==> src/rtl/uart_rx_if.sv <==
// Host-side bundle of the UART receiver: serial line in, byte/strobe/flags out.
interface uart_rx_if;
    logic       i_rx;
    logic [7:0] o_data;
    logic       o_valid;
    logic       o_parity_err;
    logic       o_frame_err;
    logic       o_busy;

    // Receiver side: samples the line, drives the byte and status.
    modport master (
        input  i_rx,
        output o_data,
        output o_valid,
        output o_parity_err,
        output o_frame_err,
        output o_busy
    );

    // Line driver / byte consumer side.
    modport slave (
        output i_rx,
        input  o_data,
        input  o_valid,
        input  o_parity_err,
        input  o_frame_err,
        input  o_busy
    );
endinterface

==> src/rtl/uart_rx.sv <==
// UART receiver: 8 data bits LSB first, even parity, 1 stop bit.
// Line is resynchronised, start edge qualified at mid-bit, then each bit
// sampled at its centre. Stop bit low parks the FSM until the line idles.
module uart_rx #(
    parameter int unsigned INPUT_CLOCK_FREQ = 100_000_000,
    parameter int unsigned BAUD_RATE        = 115200
) (
    input  logic     i_clk,
    input  logic     i_rst,
    uart_rx_if.master bus
);
    localparam int unsigned CYCLES_PER_BAUD = INPUT_CLOCK_FREQ / BAUD_RATE;
    localparam int unsigned HALF_BAUD       = CYCLES_PER_BAUD / 2;
    localparam int unsigned CW              = $clog2(CYCLES_PER_BAUD);

    localparam logic [CW-1:0] CntHalf = CW'(HALF_BAUD - 1);
    localparam logic [CW-1:0] CntFull = CW'(CYCLES_PER_BAUD - 1);

    typedef enum logic [2:0] {
        StIdle,
        StStart,
        StData,
        StParity,
        StStop,
        StBreak
    } state_e;

    state_e        state_q;
    logic          rx_meta_q;
    logic          rx_s_q;
    logic [CW-1:0] cnt_q;
    logic [2:0]    bit_idx_q;
    logic [7:0]    shift_q;
    logic          perr_q;
    logic [7:0]    data_q;
    logic          valid_q;
    logic          parity_err_q;
    logic          frame_err_q;
    logic          busy_q;

    // Synchronizer, receive FSM, bit timing and registered outputs.
    always_ff @(posedge i_clk) begin
        if (i_rst) begin
            state_q      <= StIdle;
            rx_meta_q    <= 1'b1;
            rx_s_q       <= 1'b1;
            cnt_q        <= '0;
            bit_idx_q    <= '0;
            shift_q      <= '0;
            perr_q       <= 1'b0;
            data_q       <= '0;
            valid_q      <= 1'b0;
            parity_err_q <= 1'b0;
            frame_err_q  <= 1'b0;
            busy_q       <= 1'b0;
        end else begin
            rx_meta_q <= bus.i_rx;
            rx_s_q    <= rx_meta_q;
            valid_q   <= 1'b0;

            unique case (state_q)
                StIdle: begin
                    cnt_q <= '0;
                    if (!rx_s_q) begin
                        state_q <= StStart;
                        busy_q  <= 1'b1;
                    end
                end

                StStart: begin
                    if (cnt_q == CntHalf) begin
                        cnt_q <= '0;
                        if (rx_s_q) begin
                            // Start bit gone by mid-bit: treat as a glitch.
                            state_q <= StIdle;
                            busy_q  <= 1'b0;
                        end else begin
                            state_q   <= StData;
                            bit_idx_q <= '0;
                        end
                    end else begin
                        cnt_q <= cnt_q + 1'b1;
                    end
                end

                StData: begin
                    if (cnt_q == CntFull) begin
                        cnt_q     <= '0;
                        shift_q   <= {rx_s_q, shift_q[7:1]};
                        bit_idx_q <= bit_idx_q + 1'b1;
                        if (bit_idx_q == 3'd7) begin
                            state_q <= StParity;
                        end
                    end else begin
                        cnt_q <= cnt_q + 1'b1;
                    end
                end

                StParity: begin
                    if (cnt_q == CntFull) begin
                        cnt_q   <= '0;
                        perr_q  <= rx_s_q ^ (^shift_q);
                        state_q <= StStop;
                    end else begin
                        cnt_q <= cnt_q + 1'b1;
                    end
                end

                StStop: begin
                    if (cnt_q == CntFull) begin
                        cnt_q        <= '0;
                        data_q       <= shift_q;
                        parity_err_q <= perr_q;
                        frame_err_q  <= ~rx_s_q;
                        valid_q      <= 1'b1;
                        if (rx_s_q) begin
                            state_q <= StIdle;
                            busy_q  <= 1'b0;
                        end else begin
                            // Line held low: wait for idle so a break is not a new start.
                            state_q <= StBreak;
                        end
                    end else begin
                        cnt_q <= cnt_q + 1'b1;
                    end
                end

                StBreak: begin
                    cnt_q <= '0;
                    if (rx_s_q) begin
                        state_q <= StIdle;
                        busy_q  <= 1'b0;
                    end
                end

                default: begin
                    state_q <= StIdle;
                    cnt_q   <= '0;
                    busy_q  <= 1'b0;
                end
            endcase
        end
    end

    assign bus.o_data       = data_q;
    assign bus.o_valid      = valid_q;
    assign bus.o_parity_err = parity_err_q;
    assign bus.o_frame_err  = frame_err_q;
    assign bus.o_busy       = busy_q;
endmodule

==> src/flat_wrapper.sv <==
// flat-port wrapper written by rule: the top's interface ports become plain ports
module uart_rx_flat 
#(
    parameter int unsigned INPUT_CLOCK_FREQ = 100_000_000,
    parameter int unsigned BAUD_RATE        = 115200
)
  (i_clk, i_rst, bus_i_rx, bus_o_data, bus_o_valid, bus_o_parity_err, bus_o_frame_err, bus_o_busy);
  uart_rx_if bus_i ();
  input  logic i_clk;
  input  logic i_rst;
  input wire logic [$bits(bus_i.i_rx)-1:0] bus_i_rx;
  output wire logic [$bits(bus_i.o_data)-1:0] bus_o_data;
  output wire logic [$bits(bus_i.o_valid)-1:0] bus_o_valid;
  output wire logic [$bits(bus_i.o_parity_err)-1:0] bus_o_parity_err;
  output wire logic [$bits(bus_i.o_frame_err)-1:0] bus_o_frame_err;
  output wire logic [$bits(bus_i.o_busy)-1:0] bus_o_busy;
  assign bus_i.i_rx = bus_i_rx;
  assign bus_o_data = bus_i.o_data;
  assign bus_o_valid = bus_i.o_valid;
  assign bus_o_parity_err = bus_i.o_parity_err;
  assign bus_o_frame_err = bus_i.o_frame_err;
  assign bus_o_busy = bus_i.o_busy;
  uart_rx #(.INPUT_CLOCK_FREQ(INPUT_CLOCK_FREQ), .BAUD_RATE(BAUD_RATE)) u_core (.i_clk(i_clk), .i_rst(i_rst), .bus(bus_i));
endmodule
==> config.mk <==
export PLATFORM = sky130hd
export DESIGN_NAME = uart_rx_flat
export DESIGN_NICKNAME = d
export VERILOG_FILES = /design/src/rtl/uart_rx_if.sv /design/src/rtl/uart_rx.sv /design/src/flat_wrapper.sv
export SDC_FILE = /design/constraint.sdc
export NUM_CORES = 1
export LEC_CHECK = 0
export BUFFER_PORTS_ARGS = -buffer_cell sky130_fd_sc_hd__buf_2
export CAP_MARGIN = 10
export CORE_MARGIN = 4
export CORE_UTILIZATION = 30
export CTS_CLUSTER_DIAMETER = 40
export DETAILED_ROUTE_END_ITERATION = 10
export PLACE_DENSITY = 0.52
export SYNTH_ARGS = -nofsm -noshare
export SYNTH_HDL_FRONTEND = slang
export SYNTH_SLANG_ARGS = --single-unit
==> constraint.sdc <==
create_clock -name i_clk -period 4.8 [get_ports i_clk]
set_clock_uncertainty 0.2 [all_clocks]
set_input_delay 0.24 -clock i_clk [delete_from_list [all_inputs] [get_ports i_clk]]
set_output_delay 0.24 -clock i_clk [all_outputs]
set_load 0.005 [all_outputs]
* After elaboration in Yosys (flattened, before gate mapping)
Cells that the tools add are included.
** Cells by class
- Add/subtract/negate cells :: 2
- Equal/unequal tests :: 16
- Muxes and demuxes :: 23
- Bitwise logic cells :: 4
- Reduce and logical (&&, ||, !) cells :: 12
** Operators by type and width (number)
- two-way mux 3 bit :: 11
- two-way mux 10 bit :: 2
- one-hot mux 10 bit (2 select lines) :: 1
- one-hot mux 3 bit (6 select lines) :: 1
- inequality test 2 x 1 -> 1 bit, second input constant :: 6
- adder 10 x 1 -> 10 bit, second input constant :: 1
- equality test 10 bit, second input constant :: 1
- equality test 10 x 9 -> 1 bit, second input constant :: 1
- equality test 3 bit, second input constant :: 3
- AND reduction 4 bit :: 2
- parity 8 bit :: 1
- AND reduction 7 bit :: 1
- equality test 3 x 2 -> 1 bit, second input constant :: 2
- one-hot mux 3 bit (2 select lines) :: 1
- AND reduction 2 bit :: 3
- two-way mux 1 bit :: 5
- one-hot mux 1 bit (5 select lines) :: 1
- inequality test 2 bit, second input constant :: 2
- OR reduction 2 bit :: 2
- adder 3 x 1 -> 3 bit, second input constant :: 1
- equality test 3 x 1 -> 1 bit, second input constant :: 1
- logical NOT 3 bit :: 1
- NOT 1 bit :: 3
- OR reduction 3 bit :: 1
- 3 further kinds :: 3
** Storage, ports and cells
- Bits in registers :: 39
- Input port bits :: 3
- Word-level logic and storage cells :: 69

* Longest topological paths before layout
- Word-level depth :: 4
- Depth in mapped cells :: 8

* Worst setup path before layout
Ideal clock, no wire load.
- Path kind :: register -> register
- Start :: register u_core.cnt_q[0]
- End :: register u_core.bit_idx_q[0]
- Library setup time :: 72 ps
- Data arrival time :: 1664 ps
- Data required time :: 4528 ps
- Setup slack :: 2864 ps
- Cell stages (with the launch flop) :: 8
- Path through :: dfxtp_1 -> ha_1 -> and4bb_1 -> and3_1 -> buf_6 -> nand3b_4 -> a221oi_4 -> mux2i_1
** Between the ends
- Cells in the longest elaborated chain, start to end :: 3
- Elaborated cells between the ends (all ways) :: 5
- Those cells by class :: eq/ne: 4; reduce/logical: 1
** RTL lines
- start, declared :: RTL line uart_rx.sv:31 : logic [CW-1:0] cnt_q;
- start signal, assigned :: RTL line uart_rx.sv:82 : cnt_q <= cnt_q + 1'b1;
- start signal, assigned :: RTL line uart_rx.sv:95 : cnt_q <= cnt_q + 1'b1;
- start signal, assigned :: RTL line uart_rx.sv:105 : cnt_q <= cnt_q + 1'b1;
- equality test 10 bit or equality test 10 x 9 -> 1 bit (tied branches) :: RTL line uart_rx.sv:87, uart_rx.sv:71
- inequality test 2 x 1 -> 1 bit (no line)
- AND reduction 4 bit (no line) (*)
- end signal, assigned :: RTL line uart_rx.sv:90 : bit_idx_q <= bit_idx_q + 1'b1;
- end, declared :: RTL line uart_rx.sv:32 : logic [2:0] bit_idx_q;
Every way passes the cells marked *; elsewhere a longest branch is shown, timed or not.
A chain may end at the register's enable or synchronous reset.

* Final worst setup path
- Start :: register u_core.cnt_q[0]
- End :: register u_core.bit_idx_q[1]
Same word-level chain as after synthesis.

==> results.tsv <==
stage	metric	value	unit
timing	Pins Over Slew Limit	0	
timing	Final setup viols	0	
clocking	CTS Hold Bufs	1	
min_path	WHS Endpoint	u_core.bus.o_data[3]	
floorplan	num ports	15	
timing	min Tclk post-route	2463	ps
setup_path	CP startpoint kind	register	
final_layout	number of nets in the layout	218	
placement	number of I/O port buffers	14	
detailed_routing	DRC viols	0	
synth	#FFs+latches synth	39	
setup_path	RR Startpoint	u_core.cnt_q[0]	
timing	TNS Setup	0	ps
timing	Final Hold Fails	0	
floorplan	chip height	86.06	um
clocking	count of H-tree levels built during CTS	2	
min_path	HP Class	in2reg	
grt	GR Overflow Total	0	
setup_path	CP cell instances	ha_1 -> and4bb_1 -> and3_1 -> nand3b_4 -> a221oi_4 -> mux2i_1	
final_layout	Area growth syn-to-layout	12.53	%
synth	Mapped Area	1828	um2
timing	slew at the pin closest to its max-slew limit	767.7	ps
grt	largest net degree at the start of global routing	32	
setup_path	CP Launch Point	u_core.cnt_q[0]	
grt	number of global-route vias before repair	1221	
floorplan	num rows	28	
final_layout	final design utilization	34.74	%
clocking	# clock sinks	39	
placement	HPWL after detailed placement	2327	um
outcome	status	complete, no violations	
detailed_routing	Routed WL	3386	um
grt	initial antenna violation count	0	
clocking	CTS root buf	clkbuf_8	
timing	Max Fclk	406.0	MHz
pwr	Power, Total	0.0007553	W
flow_run	# Max-Cap Violations	0	
setup_path	arrival time worst endpoint	2480	ps
timing	worst setup margin	2337	ps
placement	routability cong.	0.7490	
floorplan	die area	7406	um2
min_path	hold path start	i_rst	
setup_path	Worst R2R End	u_core.bit_idx_q[1]	
setup_path	Reg2Reg Depth	6	
floorplan	initial core utilization	30.87	%
detailed_routing	via count	1371	
final_layout	most frequent cells in the layout	dfxtp_1, nor2_1, nand2_1, a21oi_1, buf_2	
placement	pre-CTS setup slack	2386	ps
final_layout	most common cell after layout, fill and taps aside	dfxtp_1	
synth	post-synthesis cell count	200	
floorplan	die width	86.06	um
final_layout	area taken by multi-input logic gates	985.9	um2
placement	Cell Area, Placed	1934	um2
setup_path	largest stage delay on the critical path	560	ps
grt	first-pass GRT wire length	5837	um
floorplan	core area	5921	um2
synth	Distinct cells, synth	38	
clocking	cts bufs inserted	5	
synth	yosys warns	0	
clocking	clock buffer depth	2	
pwr	peak supply drop	0.1770	mV
detailed_routing	First-pass DRT Iterations	4	
setup_path	Worst EP required	4820	ps
setup_path	critical path's slowest cell	and3_1	
final_layout	final instance area	2057	um2
pwr	PwrDens	367.2	nW/um2
synth	sequential-to-total area share from yosys stat	42.71	%
setup_path	Setup crit end kind	register	
setup_path	reg2reg setup slack	2340	ps
synth	syn_area_per_cell	9.140	um2
min_path	worst hold stages	2	
detailed_routing	Initial DRC Count	66	
detailed_routing	detail-routed net length per standard cell	11.80	um
final_layout	Layout fillers	626	
setup_path	critical path class	reg2reg	
final_layout	layout cells sized above 1	14.15	%
timing	final period utilization	51.32	%
final_layout	n_diodes	0	
detailed_routing	remaining antenna violation count after routing	0	
clocking	post-cts gate resize count	0	
timing	unrepaired setup endpoints after global routing	false	
clocking	Post-CTS Setup Inserts	0	
grt	total global-route track usage	9.930	%
final_layout	Register Area	780.7	um2
clocking	Clock transition at path regs	90	ps
detailed_routing	Vias/cell	4.777	
pwr	Leakage	0.8744	nW
clocking	CTS tree	done	
setup_path	CP Max Fanout	14	
synth	Syn Nets	207	
clocking	Worst-Skew Late Latency	290	ps
timing	Rel. slew slack	48.67	%
==> stage by stage <==
stage | instances | hold WS (ps)
finish | 287 | 205.5
floorplan | 200 | 143.8
CTS | 287 | 205.2
global route | 287 | 218.0
global placement | 278 | 193.4
detailed placement | 278 | 193.3
==> registers in the layout (all words and copies together) (netlist names), 3 cells and up <==
| signal | count |
|---|---|
| u_core.bus.o_data | 8 |
| u_core.cnt_q | 10 |
| u_core.bit_idx_q | 3 |
| u_core.shift_q | 8 |
| u_core.state_q | 3 |
==> worst max-delay path by stage <==
| stage | end | slack (ps) | cells past startpoint |
|---|---|---|---|
| after floorplan | u_core.bit_idx_q[0] | 2860 | 7 |
| after global placement | u_core.bit_idx_q[0] | 2360 | 6 |
| after detailed placement | u_core.bit_idx_q[1] | 2390 | 6 |
| after CTS | u_core.bit_idx_q[1] | 2320 | 6 |
| after global routing | u_core.bit_idx_q[1] | 2120 | 6 |
| final | u_core.bit_idx_q[1] | 2340 | 6 |
==> cell type report <==
cell class / count / share of cell area (%)
tap: 75 / 4.562
multi-input combinational: 149 / 47.93
clock buffer: 5 / 3.346
timing repair buffer: 15 / 3.893
clock inverter: 3 / 2.129
sequential: 39 / 37.96
inverter: 1 / 0.1825
==> routing by layer <==
layer / wire (um) / share of wire, % / vias to the layer above / track usage (%)
li1: - / - / 704 / -
met1: 1774 / 52 / 640 / 13.69
met2: 1429 / 42 / 22 / 14.30
met3: 107 / 3.2 / 5 / 2.882
met4: 74 / 2.2 / 0 / 4.317
met5: 0 / 0 / - / 0
==> worst max-delay path: cells and delay by family, from the launching register on <==
family / cells / cell delay [ps]
and+or+nand+nor: 3 / 970
AOI/OAI and AO/OA: 1 / 390
DFF: 1 / 370
adders and majority gates: 1 / 230
muxes: 1 / 220
==> cells in the mapped netlist <==
library cell / count / area [um2]
nand2_1: 19 / 71.32
a221oi_4: 1 / 26.28
dfxtp_1: 39 / 780.8
buf_6: 1 / 11.26
nor3_1: 2 / 10.01
ha_1: 4 / 50.05
and2_1: 1 / 6.260
nand2b_1: 8 / 50.05
or2_2: 4 / 25.02
xnor2_1: 11 / 96.34
o22ai_1: 1 / 6.260
a21oi_1: 15 / 75.07
nand3b_4: 1 / 20.02
and4bb_1: 1 / 12.51
inv_1: 1 / 3.750
o21ai_0: 1 / 5.000
a31oi_1: 1 / 6.260
a2bb2oi_1: 1 / 8.760
o221ai_2: 1 / 15.01
a211o_1: 1 / 8.760
o211ai_1: 1 / 7.510
mux2i_1: 13 / 130.1
a32oi_1: 1 / 8.760
and3_1: 4 / 25.02
nor2_1: 28 / 105.1
nand3_1: 10 / 50.05
clkbuf_1: 5 / 18.77
xnor3_1: 1 / 22.52
a21o_1: 1 / 7.510
and4_1: 4 / 35.03
nand4_1: 2 / 12.51
nor3b_2: 1 / 12.51
nor3b_1: 2 / 15.01
buf_4: 1 / 7.510
buf_2: 4 / 20.02
xor2_1: 3 / 26.28
nor4bb_1: 1 / 10.01
nor2b_1: 4 / 25.02
==> where the power goes <==
part	leakage [nW]	internal (W)	switching, W
registers	0.315	0.000336	0.0000286
logic	0.501	0.0000487	0.0000642
clock network	0.0581	0.000155	0.000123
==> logic make-up (layout without fill, tap and decap cells) <==
family | count (synthesis) | count (layout) | synth area share (%)
AOI/OAI and AO/OA | 25 | 25 | 9.583
xor gates and xnor gates | 15 | 15 | 7.940
adders and majority gates | 4 | 4 | 2.738
buffers and inverters | 12 | 24 | 3.354
DFF | 39 | 39 | 42.71
muxes | 13 | 13 | 7.118
and+or+nand+nor | 92 | 92 | 26.56
Note: power is estimated with default switching activity, not from simulation.
